--- src/rtl/spigot_digit_rx.sv ---
// spigot_digit_rx
// Receives packed BCD digit pairs over a valid/ready handshake and buffers
// them in a small FIFO. Each pair is turned into two ASCII characters for a
// byte sink, optionally with a single '.' after the first digit since reset.
// Pairs holding a non-BCD nibble are dropped and counted (saturating).
module spigot_digit_rx #(
  parameter int DEPTH      = 4,
  parameter int INSERT_DOT = 1
) (
  input  logic       clk,
  input  logic       reset,
  input  logic       in_valid,
  output logic       in_ready,
  input  logic [7:0] in_digits,
  output logic       out_valid,
  input  logic       out_ready,
  output logic [7:0] out_data,
  output logic [7:0] err_count
);

  localparam int         AW       = (DEPTH > 1) ? $clog2(DEPTH) : 1;
  localparam logic [AW:0] C_FULL  = (AW+1)'(DEPTH);
  localparam logic [AW:0] C_EMPTY = (AW+1)'(0);
  localparam logic [AW:0] C_ONE   = (AW+1)'(1);
  localparam logic [AW-1:0] C_PTR_ONE = AW'(1);
  localparam logic       C_DOT_EN = (INSERT_DOT != 32'sd0);
  localparam logic [7:0] C_ASCII_DOT = 8'h2E;

  typedef enum logic [1:0] {
    ST_IDLE = 2'd0,
    ST_HI   = 2'd1,
    ST_DOT  = 2'd2,
    ST_LO   = 2'd3
  } state_t;

  // A nibble is a decimal digit only when it is 0..9.
  function automatic logic is_bcd(input logic [3:0] nib);
    return (nib <= 4'd9);
  endfunction

  // Both digits of a pair must be decimal for the pair to be kept.
  function automatic logic pair_ok(input logic [7:0] pair);
    return is_bcd(pair[7:4]) && is_bcd(pair[3:0]);
  endfunction

  // ASCII '0' plus the digit value.
  function automatic logic [7:0] to_ascii(input logic [3:0] nib);
    return 8'h30 + {4'h0, nib};
  endfunction

  // FIFO storage and bookkeeping
  logic [7:0]    r_mem [DEPTH];
  logic [AW-1:0] r_wr_ptr;
  logic [AW-1:0] r_rd_ptr;
  logic [AW:0]   r_count;
  logic [AW:0]   w_count_next;

  // Error counter
  logic [7:0]    r_err_count;

  // Output serializer
  state_t        r_state;
  state_t        w_state_next;
  logic [7:0]    r_hold;
  logic [7:0]    w_hold_next;
  logic [7:0]    r_out_data;
  logic [7:0]    w_data_next;
  logic          r_out_valid;
  logic          w_valid_next;
  logic          r_dot_done;
  logic          w_dot_next;

  // Handshake / FIFO control
  logic          w_full;
  logic          w_empty;
  logic          w_accept;
  logic          w_pair_ok;
  logic          w_push;
  logic          w_pop;
  logic [7:0]    w_rd_data;

  assign w_full    = (r_count == C_FULL);
  assign w_empty   = (r_count == C_EMPTY);
  // Ready is withheld while reset is high so nothing is taken during reset.
  assign in_ready  = !w_full && !reset;
  assign w_accept  = in_valid && in_ready;
  assign w_pair_ok = pair_ok(in_digits);
  assign w_push    = w_accept && w_pair_ok;
  assign w_rd_data = r_mem[r_rd_ptr];

  assign out_valid = r_out_valid;
  assign out_data  = r_out_data;
  assign err_count = r_err_count;

  // Occupancy next value: a simultaneous push and pop cancel out.
  always_comb begin
    w_count_next = r_count;
    if (w_push && !w_pop) begin
      w_count_next = r_count + C_ONE;
    end else if (!w_push && w_pop) begin
      w_count_next = r_count - C_ONE;
    end else begin
      w_count_next = r_count;
    end
  end

  // FIFO storage writes, pointer advance and occupancy register.
  always_ff @(posedge clk or posedge reset) begin
    if (reset) begin
      for (int i = 0; i < DEPTH; i++) begin
        r_mem[i] <= 8'h00;
      end
      r_wr_ptr <= '0;
      r_rd_ptr <= '0;
      r_count  <= C_EMPTY;
    end else begin
      if (w_push) begin
        r_mem[r_wr_ptr] <= in_digits;
        r_wr_ptr        <= r_wr_ptr + C_PTR_ONE;
      end
      if (w_pop) begin
        r_rd_ptr <= r_rd_ptr + C_PTR_ONE;
      end
      r_count <= w_count_next;
    end
  end

  // Saturating count of accepted pairs that were rejected as non-BCD.
  always_ff @(posedge clk or posedge reset) begin
    if (reset) begin
      r_err_count <= 8'h00;
    end else if (w_accept && !w_pair_ok && (r_err_count != 8'hFF)) begin
      r_err_count <= r_err_count + 8'd1;
    end else begin
      r_err_count <= r_err_count;
    end
  end

  // Serializer next state: output data/valid are computed one cycle ahead
  // so they can be registered; LO chains directly into HI when more pairs
  // are waiting, giving one character per cycle with no bubble.
  always_comb begin
    w_state_next = r_state;
    w_hold_next  = r_hold;
    w_data_next  = r_out_data;
    w_valid_next = r_out_valid;
    w_dot_next   = r_dot_done;
    w_pop        = 1'b0;
    case (r_state)
      ST_IDLE: begin
        if (!w_empty) begin
          w_pop        = 1'b1;
          w_hold_next  = w_rd_data;
          w_data_next  = to_ascii(w_rd_data[7:4]);
          w_valid_next = 1'b1;
          w_state_next = ST_HI;
        end else begin
          w_valid_next = 1'b0;
        end
      end
      ST_HI: begin
        if (out_ready) begin
          if (C_DOT_EN && !r_dot_done) begin
            w_data_next  = C_ASCII_DOT;
            w_state_next = ST_DOT;
          end else begin
            w_data_next  = to_ascii(r_hold[3:0]);
            w_state_next = ST_LO;
          end
        end else begin
          w_state_next = ST_HI;
        end
      end
      ST_DOT: begin
        if (out_ready) begin
          w_dot_next   = 1'b1;
          w_data_next  = to_ascii(r_hold[3:0]);
          w_state_next = ST_LO;
        end else begin
          w_state_next = ST_DOT;
        end
      end
      ST_LO: begin
        if (out_ready) begin
          if (!w_empty) begin
            w_pop        = 1'b1;
            w_hold_next  = w_rd_data;
            w_data_next  = to_ascii(w_rd_data[7:4]);
            w_state_next = ST_HI;
          end else begin
            w_valid_next = 1'b0;
            w_state_next = ST_IDLE;
          end
        end else begin
          w_state_next = ST_LO;
        end
      end
      default: begin
        w_valid_next = 1'b0;
        w_state_next = ST_IDLE;
      end
    endcase
  end

  // Serializer state, hold register, registered outputs and dot flag.
  always_ff @(posedge clk or posedge reset) begin
    if (reset) begin
      r_state     <= ST_IDLE;
      r_hold      <= 8'h00;
      r_out_data  <= 8'h00;
      r_out_valid <= 1'b0;
      r_dot_done  <= 1'b0;
    end else begin
      r_state     <= w_state_next;
      r_hold      <= w_hold_next;
      r_out_data  <= w_data_next;
      r_out_valid <= w_valid_next;
      r_dot_done  <= w_dot_next;
    end
  end

endmodule
--- config.mk ---
export PLATFORM = sky130hd
export DESIGN_NAME = spigot_digit_rx
export DESIGN_NICKNAME = d
export VERILOG_FILES = /design/src/rtl/spigot_digit_rx.sv
export SDC_FILE = /design/constraint.sdc
export NUM_CORES = 1
export LEC_CHECK = 0
export CELL_PAD_IN_SITES_DETAIL_PLACEMENT = 1
export CELL_PAD_IN_SITES_GLOBAL_PLACEMENT = 2
export CORE_MARGIN = 4
export CORE_UTILIZATION = 50
export CTS_BUF_LIST = sky130_fd_sc_hd__clkbuf_8
export CTS_CLUSTER_DIAMETER = 200
export CTS_CLUSTER_SIZE = 14
export DETAILED_ROUTE_END_ITERATION = 12
export DONT_BUFFER_PORTS = 1
export PLACE_DENSITY = 0.86
export SKIP_LAST_GASP = 1
export SYNTH_ARGS = -nofsm -noshare
export SYNTH_HDL_FRONTEND = slang
export SYNTH_SLANG_ARGS = --single-unit
--- constraint.sdc ---
create_clock -name clk -period 5.9 [get_ports clk]
set_input_delay 0.885 -clock clk [delete_from_list [all_inputs] [get_ports clk]]
set_output_delay 0.885 -clock clk [all_outputs]
set_load 0.02 [all_outputs]
**Word level (Yosys, flattened, before mapping)**

Index checks and enable logic that the tools add are counted.

- Logic and storage cells: 89
- Output and inout bits: 18
- Register bits after elaboration: 67

- Order comparisons: 5
- Reduce and logical (&&, ||, !) cells: 22
- Bitwise gates (word level): 2
- Muxes and demuxes: 30
- Equal/unequal tests: 10
- Add/sub/neg operators: 7

Operators by type and width:

| cell | count |
|---|---|
| 2-to-1 mux 8 bit | 9 |
| bitwise mux 32 bit | 1 |
| one-hot mux 8 bit (4 select lines) | 1 |
| binary-select mux 8 bit (select 2 bit) | 1 |
| demux 8 bit (select 2 bit) | 1 |
| one-hot mux 8 bit (2 select lines) | 1 |
| adder 6 x 4 -> 7 bit, first input constant | 2 |
| != test 2 bit, second input constant | 5 |
| logical AND 1 bit | 9 |
| adder 8 x 1 -> 8 bit, second input constant | 1 |
| less-or-equal comparator 4 bit, second input constant | 2 |
| != test 8 bit, second input constant | 1 |
| one-hot mux 2 bit (4 select lines) | 1 |
| 2-to-1 mux 1 bit | 7 |
| 2-to-1 mux 7 bit | 1 |
| greater-or-equal comparator 3 bit, second input constant | 2 |
| 2-to-1 mux 2 bit | 3 |
| 2-to-1 mux 3 bit | 2 |
| NOT 2 -> 3 bit | 2 |
| AND reduction 3 bit | 2 |
| logical NOT 1 bit | 5 |
| adder 2 x 1 -> 2 bit, second input constant | 2 |
| == test 2 bit, second input constant | 2 |
| one-hot mux 1 bit (2 select lines) | 2 |
| 9 further kinds | 11 |

**Longest topological paths before layout**

- Word-level depth: 9
- Depth in mapped cells: 11
- Mapped depth without buffers: 11

**Least setup slack after synthesis**

Ideal clock, no wire load.

- Path kind: input to register
- Start point: input port reset
- End point: register r_count[2]
- Required time: 5.821 ns
- Path slack: 3.315 ns
- Buffers on the path: 1
- Stages: 9
- Library setup time: 0.079 ns
- Arrival: 2.506 ns
- Cell sequence: nand2b_1 and4bb_1 buf_6 ha_1 inv_1 fa_1 xor2_1 nor2_1 xor2_1

- Word-level cells in the longest chain between the ends: 7

RTL lines:

| item | RTL line | text |
|---|---|---|
| start, declared | 11 | `input logic reset,` |
| logical NOT 1 bit (no line) * | n/a |  |
| logical AND 1 bit * | 85 | `assign in_ready = !w_full && !reset;` |
| logical AND 1 bit * | 86 | `assign w_accept = in_valid && in_ready;` |
| logical AND 1 bit * | 88 | `assign w_push = w_accept && w_pair_ok;` |
| net w_push | 78 | `logic w_push;` |
| logical NOT 1 bit | 100 | `end else if (!w_push && w_pop) begin` |
| logical AND 1 bit | 100 |  |
| nonzero test 2 bit (no line) | n/a |  |
| end signal, assigned | 124 | `r_count <= w_count_next;` |
| end, declared | 55 | `logic [AW:0] r_count;` |

Mark *: on every way through the listed nets, which the timed path passes. The rest lies on a longest branch.
A chain may end at the register's enable or synchronous reset.

**Final worst setup path**

- Start point: input port in_digits[1]
- End point: register r_count[2]

- Word-level cells in the longest chain between the ends: 6

RTL lines:

| item | RTL line | text |
|---|---|---|
| start, declared | 14 | `input logic [7:0] in_digits,` |
| less-or-equal comparator 4 bit * | 38 | `return (nib <= 4'd9);` |
| logical AND 1 bit * | 43 | `return is_bcd(pair[7:4]) && is_bcd(pair[3:0]);` |
| logical AND 1 bit * | 88 |  |
| logical NOT 1 bit | 100 |  |
| logical AND 1 bit | 100 |  |
| nonzero test 2 bit (no line) | n/a |  |

Mark *: on every way between the ends. The rest lies on a longest branch, timed or not.

==> metrics.md <==
| Metric | Value |
|---|---|
| Die X | `87.43 um` |
| Final core occ | `56.96%` |
| # DRC | `0` |
| Hold-fix buffers at CTS | `0` |
| Final setup fails | `0` |
| Worst-path maximum fanout | `8` |
| Outcome | `finished clean` |
| Synth Flop Type | `dfrtp_1` |
| Cells along the critical path | `o21ai_1, and4bb_1, ha_1, inv_1, fa_1, xor2_1, nor2_1, xor2_1` |
| TritonCTS clock tree | `yes` |
| Reg clk slew, reported paths | `0.07 ns` |
| Non-filler cells in the finished layout | `310` |
| Post-Route Skew | `0.006651 ns` |
| CP max stage delay | `0.84 ns` |
| CTS buffer count | `9` |
| Worst r2r src | `r_count[2]` |
| 1st-iter DRT viols | `56` |
| Max_cap viols | `0` |
| Reg2reg end | `r_count[2]` |
| Seq/Total Area, Yosys | `48.39%` |
| Worst hold slack | `0.4961 ns` |
| Fmax | `352.7 MHz` |
| Power Total | `1.963 mW` |
| Post-Syn Instances | `226` |
| Unrepaired setup endpoints after global routing | `no` |
| Post-DR wirelength/cell | `20.26 um` |
| CP max stage cell | `and4bb_1` |
| Initial antenna violation count | `0` |
| Post-synth top area cell | `dfrtp_1` |
| DR pass1 iterations | `4` |
| Post_cts resized | `0` |
| Share of layout cells above drive strength 1 | `31.49%` |
| Final WL | `6281 um` |
| Global-route wire length before repair | `10760 um` |
| Hold Path Class | `reg -> reg` |
| Hold-critical path endpoint | `r_dot_done` |
| Area grow syn2layout | `8.806%` |
| Max transition margin | `40.44%` |
| Netlist Area Pre-Place | `3154 sq um` |
| Cell variety after synth | `45` |
| Hold Vio Cnt, Final | `0` |
| Nets | `254` |
| Ys async rst share | `100.0%` |
| Vias | `1793` |
| Seq cells post-synth | `61` |
| R2R depth | `8` |
| CP arrival | `3.11 ns` |
| Setup crit start kind | `primary input` |
| Die area | `7643 sq um` |
| Pwr/cell area | `572.0 nW/um^2` |
| Synth warn | `0` |
| Core region area | `6026 sq um` |
| EDFF count, synth | `0` |
| R2R setup slack | `3.15 ns` |
| Grt ovf | `0` |
| Worst path most repeated cell | `xor2_1` |
| Yosys top cell area share | `48.39%` |
| Largest cells by area after synthesis | `dfrtp_1, mux2_4, mux4_2` |
| Number of global-route vias before repair | `1966` |
| Crit Path Category | `in -> reg` |
| Fin crit period | `2.835 ns` |
| Antenna diodes | `0` |
| Fin crit share | `48.05%` |
| Req. time, crit path | `6.18 ns` |
| Post-DRT Antenna Nets | `0` |
| RD Place Congestion | `0.7733` |
| Worst slew pin tran | `0.8934 ns` |
| Post CTS Setup Buffer Count | `0` |
| Vias per inst | `5.784` |
| Peak supply drop | `0.2916 mV` |
| Total GRT Usage | `19.24%` |
| Pins Over Slew Limit | `0` |
| Worst setup EP type | `register` |
| H-tree levels | `3` |
| Clk_lat worst skew | `0.35 ns` |
| Port Buffers | `0` |
| CTS Root Cell | `clkbuf_8` |
| Hold_sp | `r_dot_done` |
| Clock sink total | `61` |
| Mean Syn Cell Area | `13.96 sq um` |
| Pin count of the biggest net entering global routing | `62` |
| Hold path cells | `1` |
| Die Y | `87.43 um` |
| Cell row count | `28` |
| Total negative slack | `0 ns` |
| Leak | `1.575 nW` |
| Initial Util | `52.35%` |
| Placed cells | `294` |
| Post-DP HPWL | `4316 um` |
| Clk buf depth | `2` |
| # IOs | `30` |
==> layout make-up <==
cell class | count | area (sq um)
multi-input cells | 149 | 1549
well taps | 75 | 93.84
fillers | 601 | 2594
clock inverters | 5 | 73.82
flip-flops and latches | 61 | 1526
inverters | 8 | 30.03
repair buffers | 1 | 7.507
clock buffers | 11 | 151.4
==> report_power, final <==
group	total (mW)	switching [mW]	leakage [nW]	internal, mW
Sequential	0.824	0.219	0.751	0.605
Clock	0.423	0.165	0.121	0.258
Combinational	0.716	0.298	0.704	0.418
==> cell usage in the layout, fill, tap and decap left out, types with 2 or more instances in the layout <==
cell / synthesis / layout
inv_1: 7 / 7
a31oi_1: 2 / 2
ha_1: 11 / 11
nand2_1: 9 / 9
dfrtp_1: 61 / 61
mux2_4: 34 / 34
nor2_1: 4 / 4
o21ai_1: 6 / 6
or3_1: 2 / 2
mux4_2: 8 / 8
mux2_2: 4 / 4
conb_1: 1 / 2
clkbuf_8: 0 / 11
a21oi_1: 8 / 8
nor3b_2: 2 / 2
xnor2_1: 8 / 8
clkinv_2: 0 / 2
mux2_1: 2 / 2
o21ai_0: 6 / 6
xor2_1: 3 / 3
nor2b_1: 2 / 2
nor3_1: 4 / 4
bufinv_16: 0 / 2
nand2b_1: 4 / 4
nand3_1: 7 / 7
nand2_8: 4 / 4
==> worst max path at each step <==
stage | start | end | cells after the start
floorplan | reset | r_count[2] | 9
global placement | in_digits[5] | r_count[2] | 8
detailed placement | in_digits[1] | r_count[2] | 8
CTS | in_digits[1] | r_count[2] | 8
global route | in_digits[1] | r_count[2] | 8
finish | in_digits[1] | r_count[2] | 8
==> per-layer routing <==
metal / part of all wire [%] / up-vias / GRT usage (%)
met5: 0 / - / 0
met4: 2.4 / 0 / 10.04
met3: 4.5 / 13 / 5.298
met2: 47 / 36 / 29.11
met1: 46 / 931 / 25.17
li1: - / 813 / -
==> worst max-delay path: cells and delay by family <==
family / cells / cell delay [ns]
adder cells (fa/ha/maj): 2 / 0.68
AND/OR/NAND/NOR: 2 / 0.95
XOR/XNOR: 2 / 0.31
buffers and inverters: 1 / 0.06
AO/OA/AOI/OAI: 1 / 0.23
==> state kept, by name, summed over array words and instances (netlist names) <==
| name | cells |
|---|---|
| r_dot_done | 1 |
| r_mem | 32 |
| out_data | 6 |
| r_hold | 4 |
| r_state | 2 |
| r_rd_ptr | 2 |
| out_valid | 1 |
| err_count | 8 |
| r_wr_ptr | 2 |
| r_count | 3 |
==> cells in the mapped netlist (3+ instances only) <==
library cell  count
nand3_1           7
nor2_1            4
ha_1             11
clkbuf_1          3
nand2_1           9
inv_1             7
xor2_1            3
mux2_4           34
nor3_1            4
a21oi_1           8
buf_2             3
dfrtp_1          61
nand2_8           4
nand2b_1          4
o21ai_1           6
o21ai_0           6
mux2_2            4
mux4_2            8
xnor2_1           8
==> cell families after synthesis <==
family | count (synthesis) | synth area share, %
AOI/OAI and AO/OA | 30 | 6.427
xor gates and xnor gates | 11 | 3.055
adders and majority gates | 12 | 4.998
buffers and inverters | 17 | 2.618
DFF | 61 | 48.39
muxes | 48 | 24.04
other | 1 | 0.1189
and+or+nand+nor | 46 | 10.35
==> stage by stage <==
step           area, sq um  worst slack, ns
3_5_place_dp          3207            2.683
5_1_grt               3432            2.912
2_1_floorplan         3158            3.315
4_1_cts               3432            3.057
6_report              3432            3.065
3_3_place_gp          3207            2.728
Note: power is estimated with default switching activity, not from simulation.
